[src/rtl/traffic_phase_ctrl_if.sv]
// Bundle between the phase controller and its environment (counter + top).
// The master side is the controller; the slave side is whoever drives run,
// pedestrian requests and the counter status.
interface traffic_phase_ctrl_if #(
  parameter int pCNT_WIDTH = 5
);
  logic                  run;
  logic                  ped_req;
  logic                  cnt_last;
  logic [pCNT_WIDTH-1:0] cnt_val;
  logic [2:0]            cnt_init;
  logic                  cnt_en;
  logic [2:0]            light_out;
  logic                  ped_walk;
  logic                  ped_pend;

  modport master (
    input  run, ped_req, cnt_last, cnt_val,
    output cnt_init, cnt_en, light_out, ped_walk, ped_pend
  );

  modport slave (
    output run, ped_req, cnt_last, cnt_val,
    input  cnt_init, cnt_en, light_out, ped_walk, ped_pend
  );
endinterface

[src/rtl/traffic_phase_ctrl.sv]
// Moore phase sequencer for one light_counter: RED -> GREEN -> YELLOW -> RED,
// with pedestrian green shortening and a flashing-yellow maintenance mode.
// Every output is registered from the next state, so output values always
// line up with the state held in state_q.
module traffic_phase_ctrl #(
  parameter int pCNT_WIDTH     = 5,
  parameter int pPED_MIN_GREEN = 4,
  parameter int pFLASH_HALF    = 4
) (
  input  logic                  clk,
  input  logic                  rst,
  traffic_phase_ctrl_if.master  bus_if
);

  typedef enum logic [2:0] {
    IDLE, LOAD_R, RED, LOAD_G, GREEN, LOAD_Y, YELLOW, FLASH
  } state_t;

  localparam logic [pCNT_WIDTH-1:0] PED_MIN    = pCNT_WIDTH'(pPED_MIN_GREEN);
  localparam logic [7:0]            FLASH_LAST = 8'(pFLASH_HALF - 1);

  localparam logic [2:0] LAMP_RED = 3'b100;
  localparam logic [2:0] LAMP_YEL = 3'b010;
  localparam logic [2:0] LAMP_GRN = 3'b001;
  localparam logic [2:0] LAMP_OFF = 3'b000;

  state_t     state_q, state_d;
  logic [2:0] cnt_init_q, cnt_init_d;
  logic       cnt_en_q, cnt_en_d;
  logic [2:0] light_q, light_d;
  logic       walk_q, walk_d;
  logic       pend_q, pend_d;
  logic [7:0] flash_cnt_q, flash_cnt_d;
  logic       flash_ph_q, flash_ph_d;

  // Next-state selection; dropping run overrides every other transition.
  always_comb begin
    state_d = state_q;
    unique case (state_q)
      IDLE:    state_d = bus_if.run ? LOAD_R : FLASH;
      LOAD_R:  state_d = RED;
      RED:     if (bus_if.cnt_last) state_d = LOAD_G;
      LOAD_G:  state_d = GREEN;
      GREEN:   if (bus_if.cnt_last || (pend_q && (bus_if.cnt_val > PED_MIN)))
                 state_d = LOAD_Y;
      LOAD_Y:  state_d = YELLOW;
      YELLOW:  if (bus_if.cnt_last) state_d = LOAD_R;
      FLASH:   if (bus_if.run) state_d = LOAD_R;
      default: state_d = IDLE;
    endcase
    if (!bus_if.run && (state_q != FLASH)) state_d = FLASH;
  end

  // Registered-output values derived from the state being entered.
  always_comb begin
    cnt_init_d  = 3'b000;
    cnt_en_d    = 1'b0;
    light_d     = LAMP_RED;
    walk_d      = 1'b0;
    pend_d      = pend_q;
    flash_cnt_d = 8'd0;
    flash_ph_d  = 1'b0;

    // Flash timer only advances while staying in FLASH; entry restarts it lit.
    if ((state_d == FLASH) && (state_q == FLASH)) begin
      if (flash_cnt_q == FLASH_LAST) begin
        flash_cnt_d = 8'd0;
        flash_ph_d  = ~flash_ph_q;
      end else begin
        flash_cnt_d = flash_cnt_q + 8'd1;
        flash_ph_d  = flash_ph_q;
      end
    end

    unique case (state_d)
      IDLE:    light_d = LAMP_RED;
      LOAD_R:  begin light_d = LAMP_RED; cnt_init_d = 3'b100; walk_d = 1'b1; end
      RED:     begin light_d = LAMP_RED; cnt_en_d = 1'b1;     walk_d = 1'b1; end
      LOAD_G:  begin light_d = LAMP_GRN; cnt_init_d = 3'b001; end
      GREEN:   begin light_d = LAMP_GRN; cnt_en_d = 1'b1; end
      LOAD_Y:  begin light_d = LAMP_YEL; cnt_init_d = 3'b010; end
      YELLOW:  begin light_d = LAMP_YEL; cnt_en_d = 1'b1; end
      FLASH:   light_d = flash_ph_d ? LAMP_OFF : LAMP_YEL;
      default: light_d = LAMP_RED;
    endcase

    // Requests are ignored while walking or flashing; a request in the same
    // cycle as the move to LOAD_R is lost because the clear wins.
    if ((bus_if.ped_req) && (state_q != LOAD_R) && (state_q != RED) && (state_q != FLASH))
      pend_d = 1'b1;
    if (((state_d == LOAD_R) && (state_q != LOAD_R)) ||
        ((state_d == FLASH)  && (state_q != FLASH)))
      pend_d = 1'b0;
  end

  // State and output registers with asynchronous reset to the IDLE outputs.
  always_ff @(posedge clk or posedge rst) begin
    if (rst) begin
      state_q     <= IDLE;
      cnt_init_q  <= 3'b000;
      cnt_en_q    <= 1'b0;
      light_q     <= LAMP_RED;
      walk_q      <= 1'b0;
      pend_q      <= 1'b0;
      flash_cnt_q <= 8'd0;
      flash_ph_q  <= 1'b0;
    end else begin
      state_q     <= state_d;
      cnt_init_q  <= cnt_init_d;
      cnt_en_q    <= cnt_en_d;
      light_q     <= light_d;
      walk_q      <= walk_d;
      pend_q      <= pend_d;
      flash_cnt_q <= flash_cnt_d;
      flash_ph_q  <= flash_ph_d;
    end
  end

  assign bus_if.cnt_init  = cnt_init_q;
  assign bus_if.cnt_en    = cnt_en_q;
  assign bus_if.light_out = light_q;
  assign bus_if.ped_walk  = walk_q;
  assign bus_if.ped_pend  = pend_q;

endmodule

[src/flat_wrapper.sv]
// flat-port wrapper written by rule: the top's interface ports become plain ports
module traffic_phase_ctrl_flat 
#(
  parameter int pCNT_WIDTH     = 5,
  parameter int pPED_MIN_GREEN = 4,
  parameter int pFLASH_HALF    = 4
)
  (clk, rst, bus_if_run, bus_if_ped_req, bus_if_cnt_last, bus_if_cnt_val, bus_if_cnt_init, bus_if_cnt_en, bus_if_light_out, bus_if_ped_walk, bus_if_ped_pend);
  traffic_phase_ctrl_if #(.pCNT_WIDTH(pCNT_WIDTH)) bus_if_i ();
  input  logic clk;
  input  logic rst;
  input wire logic [$bits(bus_if_i.run)-1:0] bus_if_run;
  input wire logic [$bits(bus_if_i.ped_req)-1:0] bus_if_ped_req;
  input wire logic [$bits(bus_if_i.cnt_last)-1:0] bus_if_cnt_last;
  input wire logic [$bits(bus_if_i.cnt_val)-1:0] bus_if_cnt_val;
  output wire logic [$bits(bus_if_i.cnt_init)-1:0] bus_if_cnt_init;
  output wire logic [$bits(bus_if_i.cnt_en)-1:0] bus_if_cnt_en;
  output wire logic [$bits(bus_if_i.light_out)-1:0] bus_if_light_out;
  output wire logic [$bits(bus_if_i.ped_walk)-1:0] bus_if_ped_walk;
  output wire logic [$bits(bus_if_i.ped_pend)-1:0] bus_if_ped_pend;
  assign bus_if_i.run = bus_if_run;
  assign bus_if_i.ped_req = bus_if_ped_req;
  assign bus_if_i.cnt_last = bus_if_cnt_last;
  assign bus_if_i.cnt_val = bus_if_cnt_val;
  assign bus_if_cnt_init = bus_if_i.cnt_init;
  assign bus_if_cnt_en = bus_if_i.cnt_en;
  assign bus_if_light_out = bus_if_i.light_out;
  assign bus_if_ped_walk = bus_if_i.ped_walk;
  assign bus_if_ped_pend = bus_if_i.ped_pend;
  traffic_phase_ctrl #(.pCNT_WIDTH(pCNT_WIDTH), .pPED_MIN_GREEN(pPED_MIN_GREEN), .pFLASH_HALF(pFLASH_HALF)) u_core (.clk(clk), .rst(rst), .bus_if(bus_if_i));
endmodule
[config.mk]
export PLATFORM = sky130hd
export DESIGN_NAME = traffic_phase_ctrl_flat
export DESIGN_NICKNAME = d
export VERILOG_FILES = /design/src/rtl/traffic_phase_ctrl_if.sv /design/src/rtl/traffic_phase_ctrl.sv /design/src/flat_wrapper.sv
export SDC_FILE = /design/constraint.sdc
export NUM_CORES = 1
export LEC_CHECK = 0
export ABC_AREA = 1
export CAP_MARGIN = 10
export CORE_MARGIN = 2
export CORE_UTILIZATION = 45
export CTS_CLUSTER_SIZE = 30
export DETAILED_ROUTE_END_ITERATION = 10
export HOLD_SLACK_MARGIN = 0.03
export PLACE_DENSITY = 0.71
export SYNTH_ARGS = -nofsm -noshare
export SYNTH_HDL_FRONTEND = slang
export SYNTH_SLANG_ARGS = --single-unit
[constraint.sdc]
create_clock -name clk -period 1.84 [get_ports clk]
set_input_delay 0.46 -clock clk [delete_from_list [all_inputs] [get_ports clk]]
set_output_delay 0.46 -clock clk [all_outputs]
set_load 0.1 [all_outputs]
==> flow_metrics.tcl, run 1 <==
set metrics [dict create \
    fp.coreArea_mm2 0.002002 \
    vias 764 \
    maxSlewHeadroom_pct 82.52 \
    min_period_ns 1.501 \
    die_h_um 50.60 \
    routedWlPerCell_um 12.09 \
    grt_pass1_wl_um 3291 \
    io_pins 19 \
    hold_buffers 0 \
    numCtsBuffers 3 \
    setup.worst_path.end_class "flop" \
    path_class "input pin to flop" \
    max-cap-violations 0 \
    cts_tree "done" \
    cp_slowest_stage_delay_ns 0.51 \
    globalplace.congestion 0.7740 \
    final_nets 143 \
    start_util_pct 48.81 \
    dp_cells 154 \
    drt_iter0_markers 15 \
    period_share_pct 81.59 \
    critPathRequiredTime_ns 2.07 \
    post_cts_buffers 0 \
    avgSynthCellArea_um2 9.048 \
    fin_setup_tns_ns 0 \
    cts_root_buffer "clkbuf_4" \
    grt_max_degree 22 \
    cts.repair.resized 0 \
    fin_skew_ns 0.008888 \
    crit_arrival_ns 1.73 \
    dp_hpwl_um 1460 \
    hold_class "flop to flop" \
    clock_latency_ns 0.30 \
    drc 0 \
    path_clk_slew_ns 0.11 \
    synth-seq-cells 21 \
    fin_util_pct 65.69 \
    stdcell_count 158 \
    fp.dieW_um 50.60 \
    yosysUniqueCellTypes 24 \
    critical_path_buf_inv_count 3 \
    total_power_mw 2.441 \
    grtUsageTotal_pct 17.14 \
    antenna_cells 0 \
    rows 16 \
    clock_sinks 21 \
    setup_viol 0 \
    fin_ws_ns 0.3388 \
    path_cells "clkdlybuf4s50_1, inv_2, nand2_1, o21ai_1, nor2_4, nor2_4, inv_2, nand2_2, a21oi_1" \
    grt-ovfl-total 0 \
    start_kind "input pin" \
    via_per_inst 4.835 \
    area_growth_pct 34.57 \
    grt_pass1_vias 812 \
    worst_pin_slew_ns 0.2621 \
    fill_cells 154 \
    pre_cts_ws_ns 0.02753 \
    place_area_mm2 0.001289 \
    vdd_drop_max_mv 1.502 \
    synth_fp_nets 119 \
    worst-path-max-fanout 4 \
    holdWs_ns 0.4689 \
    antenna_found_initial 0 \
    ant_nets 0 \
    wl_um 1910 \
    crit_slowest_cell "clkdlybuf4s50_1" \
    drive_above_1_share_pct 22.14 \
    drtPass1Iterations 4 \
    hold_viol 0 \
    status "finished clean" \
    ys_seq_area_share_pct 53.91 \
    p_leak_nw 0.6412 \
    critPathTopFamily "buffers and inverters" \
    drv_slew 0 \
    fmax_mhz 666.1 \
    powerDensity_mw_per_mm2 1857 \
    syn_area_um2 977.2 \
    cts_htree_levels 1 \
    rsz0062_at_grt "false" \
    cts_buffer_depth 2 \
    yosys_warnings 0 \
    finish.instance_area_mm2 0.001315 \
    synthCells 108 \
    io_buffers 18 \
    dieArea_mm2 0.002560 \
]
-- registers in the layout, indices dropped and copies added (netlist names) --
register,count
u_core.bus_if.ped_pend,1
u_core.bus_if.ped_walk,1
u_core.bus_if.cnt_en,1
u_core.bus_if.cnt_init,3
u_core.state_q,3
u_core.bus_if.light_out,3
u_core.flash_ph_q,1
u_core.flash_cnt_q,8
-- worst reg2reg max path: stages (launching register included) --
cell and delay, ns:
dfrtp_1 0.39, ha_1 0.22, nand2_1 0.09, nor3_1 0.19, nand3_1 0.13, nand2_1 0.08, nand2_1 0.08, nor2_4 0.09
nor2_1 0.05
-- synth_stat cells (all sizes together) --
master | number | area [um2]
o21ai | 5 | 40.04
nor3 | 2 | 10.01
and3 | 1 | 6.260
nand2 | 23 | 98.84
xor2 | 3 | 26.28
dfrtp | 20 | 500.5
xnor2 | 1 | 8.760
nor2 | 19 | 93.84
ha | 1 | 12.51
nand4 | 2 | 12.51
or2 | 1 | 6.260
inv | 18 | 67.56
a31oi | 2 | 12.51
dfstp | 1 | 26.28
nand3 | 5 | 35.03
a21oi | 4 | 20.02
-- final timing paths --
kind                                  startpoint  slack, ns                    endpoint  cells after the start
setup / recovery                      bus_if_run       0.34  u_core.bus_if.light_out[2]                      9
hold / removal             u_core.flash_cnt_q[0]       0.47       u_core.flash_cnt_q[0]                      1
setup reg to reg           u_core.flash_cnt_q[0]       0.45  u_core.bus_if.light_out[1]                      8
hold reg to reg            u_core.flash_cnt_q[0]       0.47       u_core.flash_cnt_q[0]                      1
max in group asynchronous                    rst       1.07  u_core.bus_if.light_out[2]                      3
min in group asynchronous                    rst       0.50       u_core.flash_cnt_q[1]                      3
-- placed cells by master, fill, tap and decap left out --
cell type,n
clkdlybuf4s50_1,9
or2_2,1
ha_1,1
buf_4,1
and3_1,1
dfrtp_1,20
a31oi_1,2
nand3_1,3
clkbuf_1,1
nand2_1,20
o21ai_4,1
inv_1,14
nand2_4,1
o21ai_1,2
nand3_2,2
o21ai_0,1
o21ai_2,1
nor3_1,2
xnor2_1,1
nor2_1,16
a21oi_1,4
dfstp_2,1
nand2_2,2
xor2_1,3
nand4_1,2
inv_2,4
clkbuf_4,3
buf_12,9
nor2_4,3
-- per-layer routing --
metal	up-vias	track usage [%]	routed length, um
li1	382	-	-
met1	360	19.08	796
met2	18	29.82	1015
met3	4	6.250	78
met4	0	6.306	20
met5	-	0	0
-- layout make-up --
cell class                 count  area, um2  share of cell area, %
tap                           27      33.78                  2.569
sequential                    21      526.8                  40.06
timing repair buffer          19      277.8                  21.12
inverter                      18      67.56                  5.138
multi-input combinational     69      382.9                  29.12
clock buffer                   4      26.28                  1.998
-- cells by family after synthesis --
group / synth area share, %
AOI/OAI and AO/OA: 7.426
xor gates and xnor gates: 3.586
adders and majority gates: 1.280
buffers and inverters: 6.914
DFF: 53.91
and+or+nand+nor: 26.89
-- power breakdown --
group          switching, mW  total (mW)  internal, mW
registers              0.115       0.709         0.594
logic                   1.02        1.52         0.493
clock network          0.131       0.215        0.0845
Power figures use the tool's default switching activity.
==> run 2, diff against run 1 <==
PLACE_DENSITY = 0.74   (was 0.71)
clock period = 1.3 ns   (was 1.84 ns; I/O delays follow)
==> run 2 against run 1 <==
Net effect: combinational power is 53% higher; critical path type is now flop to output port; sequential power up 45%; cell count rose by 5.1%; the run now ends with setup timing left; critical path depth fell by 8; setup slack worse by 0.41 ns.
==> flow_metrics.tcl, run 2 (synthesis results as in run 1) <==
set metrics [dict create \
    final_cell_mix "dfrtp_1 (18), nand2_1 (15), nor2_1 (13), inv_1 (12)" \
    cp_slowest_stage_delay_ns 0.57 \
    drc 0 \
    period_share_pct 105.8 \
    io_buffers 18 \
    rows 16 \
    setup_viol 2 \
    via_per_inst 4.861 \
    drive_above_1_share_pct 40.29 \
    io_pins 19 \
    area_growth_pct 46.48 \
    setup.worst_path.end_class "output port" \
    critical_path_buf_inv_count 1 \
    clock_latency_ns 0.30 \
    largest_register_ffs 8 \
    p_comb_share_pct 63.5 \
    path_cells "buf_12" \
    antenna_cells 0 \
    top_register "u_core.flash_cnt_q" \
    violations "setup timing" \
    hold_class "input pin to asynchronous set/reset pin" \
    p_int_mw 1.760 \
    wl_um 2203 \
    status "finished, violations left" \
    grtUsageTotal_pct 17.94 \
    start_util_pct 48.81 \
    routedWlPerCell_um 13.27 \
    layout_commonest_cell "dfrtp_1" \
    clock_sinks 21 \
    pwr-share-seq_pct 27.9 \
    grt_pass1_wl_um 3415 \
    dieArea_mm2 0.002560 \
    grt-ovfl-total 0 \
    worst_pin_slew_ns 0.2631 \
    vdd_drop_max_mv 2.364 \
    p_leak_nw 0.6957 \
    fp.coreArea_mm2 0.002002 \
    powerDensity_mw_per_mm2 2568 \
    path_depth 1 \
    ant_nets 0 \
    crit_slowest_cell "dfstp_2" \
    grt_max_degree 15 \
    path_class "flop to output port" \
    maxSlewHeadroom_pct 82.39 \
    vias 807 \
    cts_root_buffer "clkbuf_4" \
    critPathRequiredTime_ns 0.98 \
    path_clk_slew_ns 0.12 \
    critPathTopFamily "flip-flops" \
    crit_arrival_ns 1.05 \
    fp.dieW_um 50.60 \
    start_kind "flop" \
    fin_skew_ns 0.006922 \
    holdWs_ns 0.2835 \
    p_sw_mw 1.916 \
    drt_iter0_markers 12 \
    die_h_um 50.60 \
    fin_ws_ns -0.07560 \
    fmax_mhz 727.0 \
    drtPass1Iterations 4 \
    cts_htree_levels 1 \
    max-cap-violations 0 \
    dp_hpwl_um 1557 \
    worst-path-max-fanout 1 \
    power.clock.fraction_pct 8.6 \
    numCtsBuffers 3 \
    ff2ff_setup_slack_ns 0.02 \
    globalplace.congestion 0.7681 \
    final_nets 151 \
    swShare_pct 52.12 \
    antenna_found_initial 0 \
    cts_buffer_depth 2 \
    grt_pass1_vias 812 \
    ff2ff_path_depth 6 \
    min_period_ns 1.376 \
    drv_slew 0 \
    total_power_mw 3.675 \
    rsz0062_at_grt "true" \
    hold_viol 0 \
    cts_tree "done" \
]
-- run 2: cell types whose count changed in the layout (fill, tap and decap cells not counted), sizes merged --
cell | before | now
buf | 10 | 18
clkbuf | 4 | 3
clkdlybuf4s50 | 9 | 8
clkinv | 0 | 1
dlymetal6s2s | 0 | 1
-- run 2: through the flow --
| step | worst slack, ns | utilization, % | cells | setup TNS, ns | instance area (um2) |
|---|---|---|---|---|---|
| floorplan | 0.05471 | - | 108 | 0 | 980.9 |
| global placement | -0.2756 | 67.19 | 161 | -2.877 | 1345 |
| detailed placement | -0.2914 | 67.19 | 161 | -3.306 | 1345 |
| CTS | -0.08299 | 68.81 | 165 | -0.1145 | 1378 |
| global route | -0.1218 | 71.50 | 166 | -0.4541 | 1431 |
| finish | -0.07560 | 71.50 | 166 | -0.09511 | 1431 |
-- run 2: repair_timing --
| action | in CTS | in global routing |
|---|---|---|
| endpoints found under the setup margin | 3 | 16 |
| pin swaps | 0 | 5 |
| hold buffers | 0 | 0 |
| gates resized for setup | 1 | 18 |
| setup buffers | 0 | 1 |
-- run 2: routing by layer --
metal  vias up  track usage, %  routed length (um)
met2        12           30.92                1295
met5         -               0                   0
met4         0           6.306                  23
met1       394           21.12                 807
met3         4           5.357                  76
li1        397               -                   -
-- run 2: worst paths after layout --
path	start	to
setup reg to reg	u_core.state_q[0]	u_core.bus_if.light_out[0]
setup / recovery	u_core.bus_if.light_out[2]	bus_if_light_out[2]
min in group clk	bus_if_run	u_core.flash_cnt_q[2]
hold reg to reg	u_core.flash_cnt_q[0]	u_core.flash_cnt_q[0]
hold / removal	rst	u_core.bus_if.cnt_en
max in group asynchronous	rst	u_core.bus_if.ped_pend
-- run 2: power groups by stage --
stage / Clock, mW / Sequential [mW] / Combinational (mW)
2_1_floorplan: 0 / 1.82 / 0.603
3_3_place_gp: 0 / 1.02 / 2.18
3_5_place_dp: 0 / 1.03 / 2.22
4_1_cts: 0.324 / 1.01 / 2.22
5_1_grt: 0.360 / 1.05 / 2.45
6_report: 0.316 / 1.03 / 2.33
-- run 2: final cells by class --
type	instances	area [um2]
clock buffers	3	22.52
repair buffers	27	340.3
inverters	18	67.56
well taps	27	33.78
clock inverters	1	5.005
flip-flops and latches	21	531.8
fillers	152	570.5
multi-input cells	69	430.4
==> run 3, diff against run 2 <==
clock period = 1.1 ns   (was 1.3 ns; I/O delays follow)
==> run 3 against run 2 <==
Net effect: the flow still finishes with violations (setup timing); global-route usage up 6.1 points; cell count up 12%; clock-buffer cell count unchanged; via count up 17%; register-to-register slack worse by 0.27 ns; critical path type unchanged; critical endpoint is now bus_if_ped_pend; largest power group unchanged.
==> flow_metrics.tcl, run 3 (synthesis results as in run 1) <==
set metrics [dict create \
    grt_max_degree 16 \
    globalplace.congestion 0.8187 \
    dp_cells 166 \
    drtPass1Iterations 4 \
    period_share_pct 124.0 \
    grtUsageTotal_pct 24.03 \
    via_per_inst 5.059 \
    cts_htree_levels 1 \
    drt_iter0_markers 17 \
    fp.coreArea_mm2 0.002002 \
    clock_latency_ns 0.31 \
    setup.worst_path.end_class "output port" \
    io_pins 19 \
    stdcell_count 186 \
    fill_cells 84 \
    setup_viol 30 \
    dp_hpwl_um 1629 \
    hold_class "input pin to asynchronous set/reset pin" \
    drc 0 \
    power.clock.fraction_pct 7.3 \
    p_comb_share_pct 68.6 \
    ant_nets 0 \
    min_period_ns 1.364 \
    met3_usage_pct 3.571 \
    hold_viol 0 \
    critPathRequiredTime_ns 0.82 \
    cts_root_buffer "clkbuf_4" \
    start_kind "flop" \
    vias 941 \
    fmax_mhz 733.4 \
    max-cap-violations 0 \
    holdWs_ns 0.1251 \
    fp.dieW_um 50.60 \
    cts_buffer_depth 2 \
    pre_cts_ws_ns -0.4859 \
    drive_above_1_share_pct 66.04 \
    wl_um 2942 \
    path_class "flop to output port" \
    crit_arrival_ns 1.09 \
    routedWlPerCell_um 15.82 \
    p_leak_nw 0.8312 \
    antenna_found_initial 0 \
    powerDensity_mw_per_mm2 2892 \
    worst-path-max-fanout 2 \
    final_cell_mix "buf_4 (15), buf_6 (13), dfrtp_1 (11), nor2_1 (10), buf_12 (10)" \
    p_sw_mw 2.662 \
    p_int_mw 2.585 \
    grt-busiest-layer "met2" \
    die_h_um 50.60 \
    layout_commonest_cell "buf_4" \
    grt_pass1_wl_um 4485 \
    violations "setup timing" \
    grtUsageMet1_pct 26.69 \
    worst_pin_slew_ns 0.2390 \
    final_nets 171 \
    drv_slew 0 \
    multi_input_area_um2 586.8 \
    dieArea_mm2 0.002560 \
    antenna_cells 0 \
    hold_buffers 0 \
    cts_tree "done" \
    clock_sinks 21 \
    numCtsBuffers 3 \
    register_area_um2 540.5 \
    status "finished, violations left" \
    start_util_pct 48.81 \
    io_buffers 18 \
    fin_ws_ns -0.2635 \
    use_met2_pct 44.74 \
    largest_register_ffs 8 \
    path_clk_slew_ns 0.12 \
    rows 16 \
    vdd_drop_max_mv 2.370 \
    fin_skew_ns 0.002219 \
    area_growth_pct 85.66 \
    swShare_pct 50.73 \
    pwr-share-seq_pct 24.1 \
    maxSlewHeadroom_pct 84.01 \
    rsz0062_at_grt "true" \
    grt_pass1_vias 985 \
    top_register "u_core.flash_cnt_q" \
    grt-ovfl-total 0 \
]
==> run 3: cell count changes in the layout (fill, tap and decap cells not counted), moves of 4 or more <==
cell     before  now
dfrtp_1      18   11
nand2_1      15    8
buf_4         9   15
inv_1        12    8
dfrtp_2       1    8
nand2_4       2    7
nor2_4        3    7
buf_6         0   13
==> run 3: through the flow <==
step	total power, mW	area [um2]	TNS [ns]	utilization [%]
6_report	5.246	1814	-4.102	90.63
3_5_place_dp	3.988	1420	-7.118	70.94
5_1_grt	5.436	1814	-5.384	90.63
2_1_floorplan	2.905	1006	-0.5103	-
4_1_cts	4.848	1655	-2.425	82.69
3_3_place_gp	3.940	1420	-6.147	70.94
==> run 3: area by class of cell <==
type / instances / area share (%)
Clock inverter: 1 / 0.2759
Timing Repair Buffer: 47 / 30.34
Inverter: 18 / 4.138
Sequential cell: 21 / 29.79
Tap cell: 27 / 1.862
Multi-Input combinational cell: 69 / 32.34
Clock buffer: 3 / 1.241
==> run 3: worst paths after layout <==
check / to / cells past startpoint / slack [ns] / start
setup / recovery: bus_if_ped_pend / 2 / -0.26 / u_core.bus_if.ped_pend
hold / removal: u_core.bus_if.cnt_en / 2 / 0.13 / rst
setup reg to reg: u_core.flash_cnt_q[6] / 8 / -0.25 / u_core.flash_cnt_q[1]
hold reg to reg: u_core.flash_cnt_q[0] / 2 / 0.60 / u_core.flash_cnt_q[0]
max in group asynchronous: u_core.bus_if.light_out[2] / 3 / 0.59 / rst
min in group clk: u_core.flash_cnt_q[0] / 5 / 0.53 / bus_if_run
==> run 3: routing by layer <==
layer | share of wire (%) | routed length, um
met1 | 37 | 1080
met4 | 2.2 | 64
met2 | 57 | 1680
met3 | 4.0 | 117
met5 | 0 | 0
==> run 3: critical path, stage by stage, from the launching register on <==
cell	delay, ns
dfrtp_4	0.50
buf_6	0.12
buf_12	0.15
==> run 3: timing repair <==
action,CTS,global route
pin swaps,13,11
setup buffers,7,10
endpoints found under the hold margin,0,0
resized for setup,41,28
endpoints found under the setup margin,28,30
==> run 3: power by group through the flow <==
stage / Sequential, mW / Combinational (mW) / Clock, mW
after floorplan: 2.17 / 0.730 / 0
after global placement: 1.21 / 2.73 / 0
after global routing: 1.28 / 3.74 / 0.420
after CTS: 1.24 / 3.22 / 0.387
after detailed placement: 1.22 / 2.77 / 0
final: 1.26 / 3.60 / 0.381
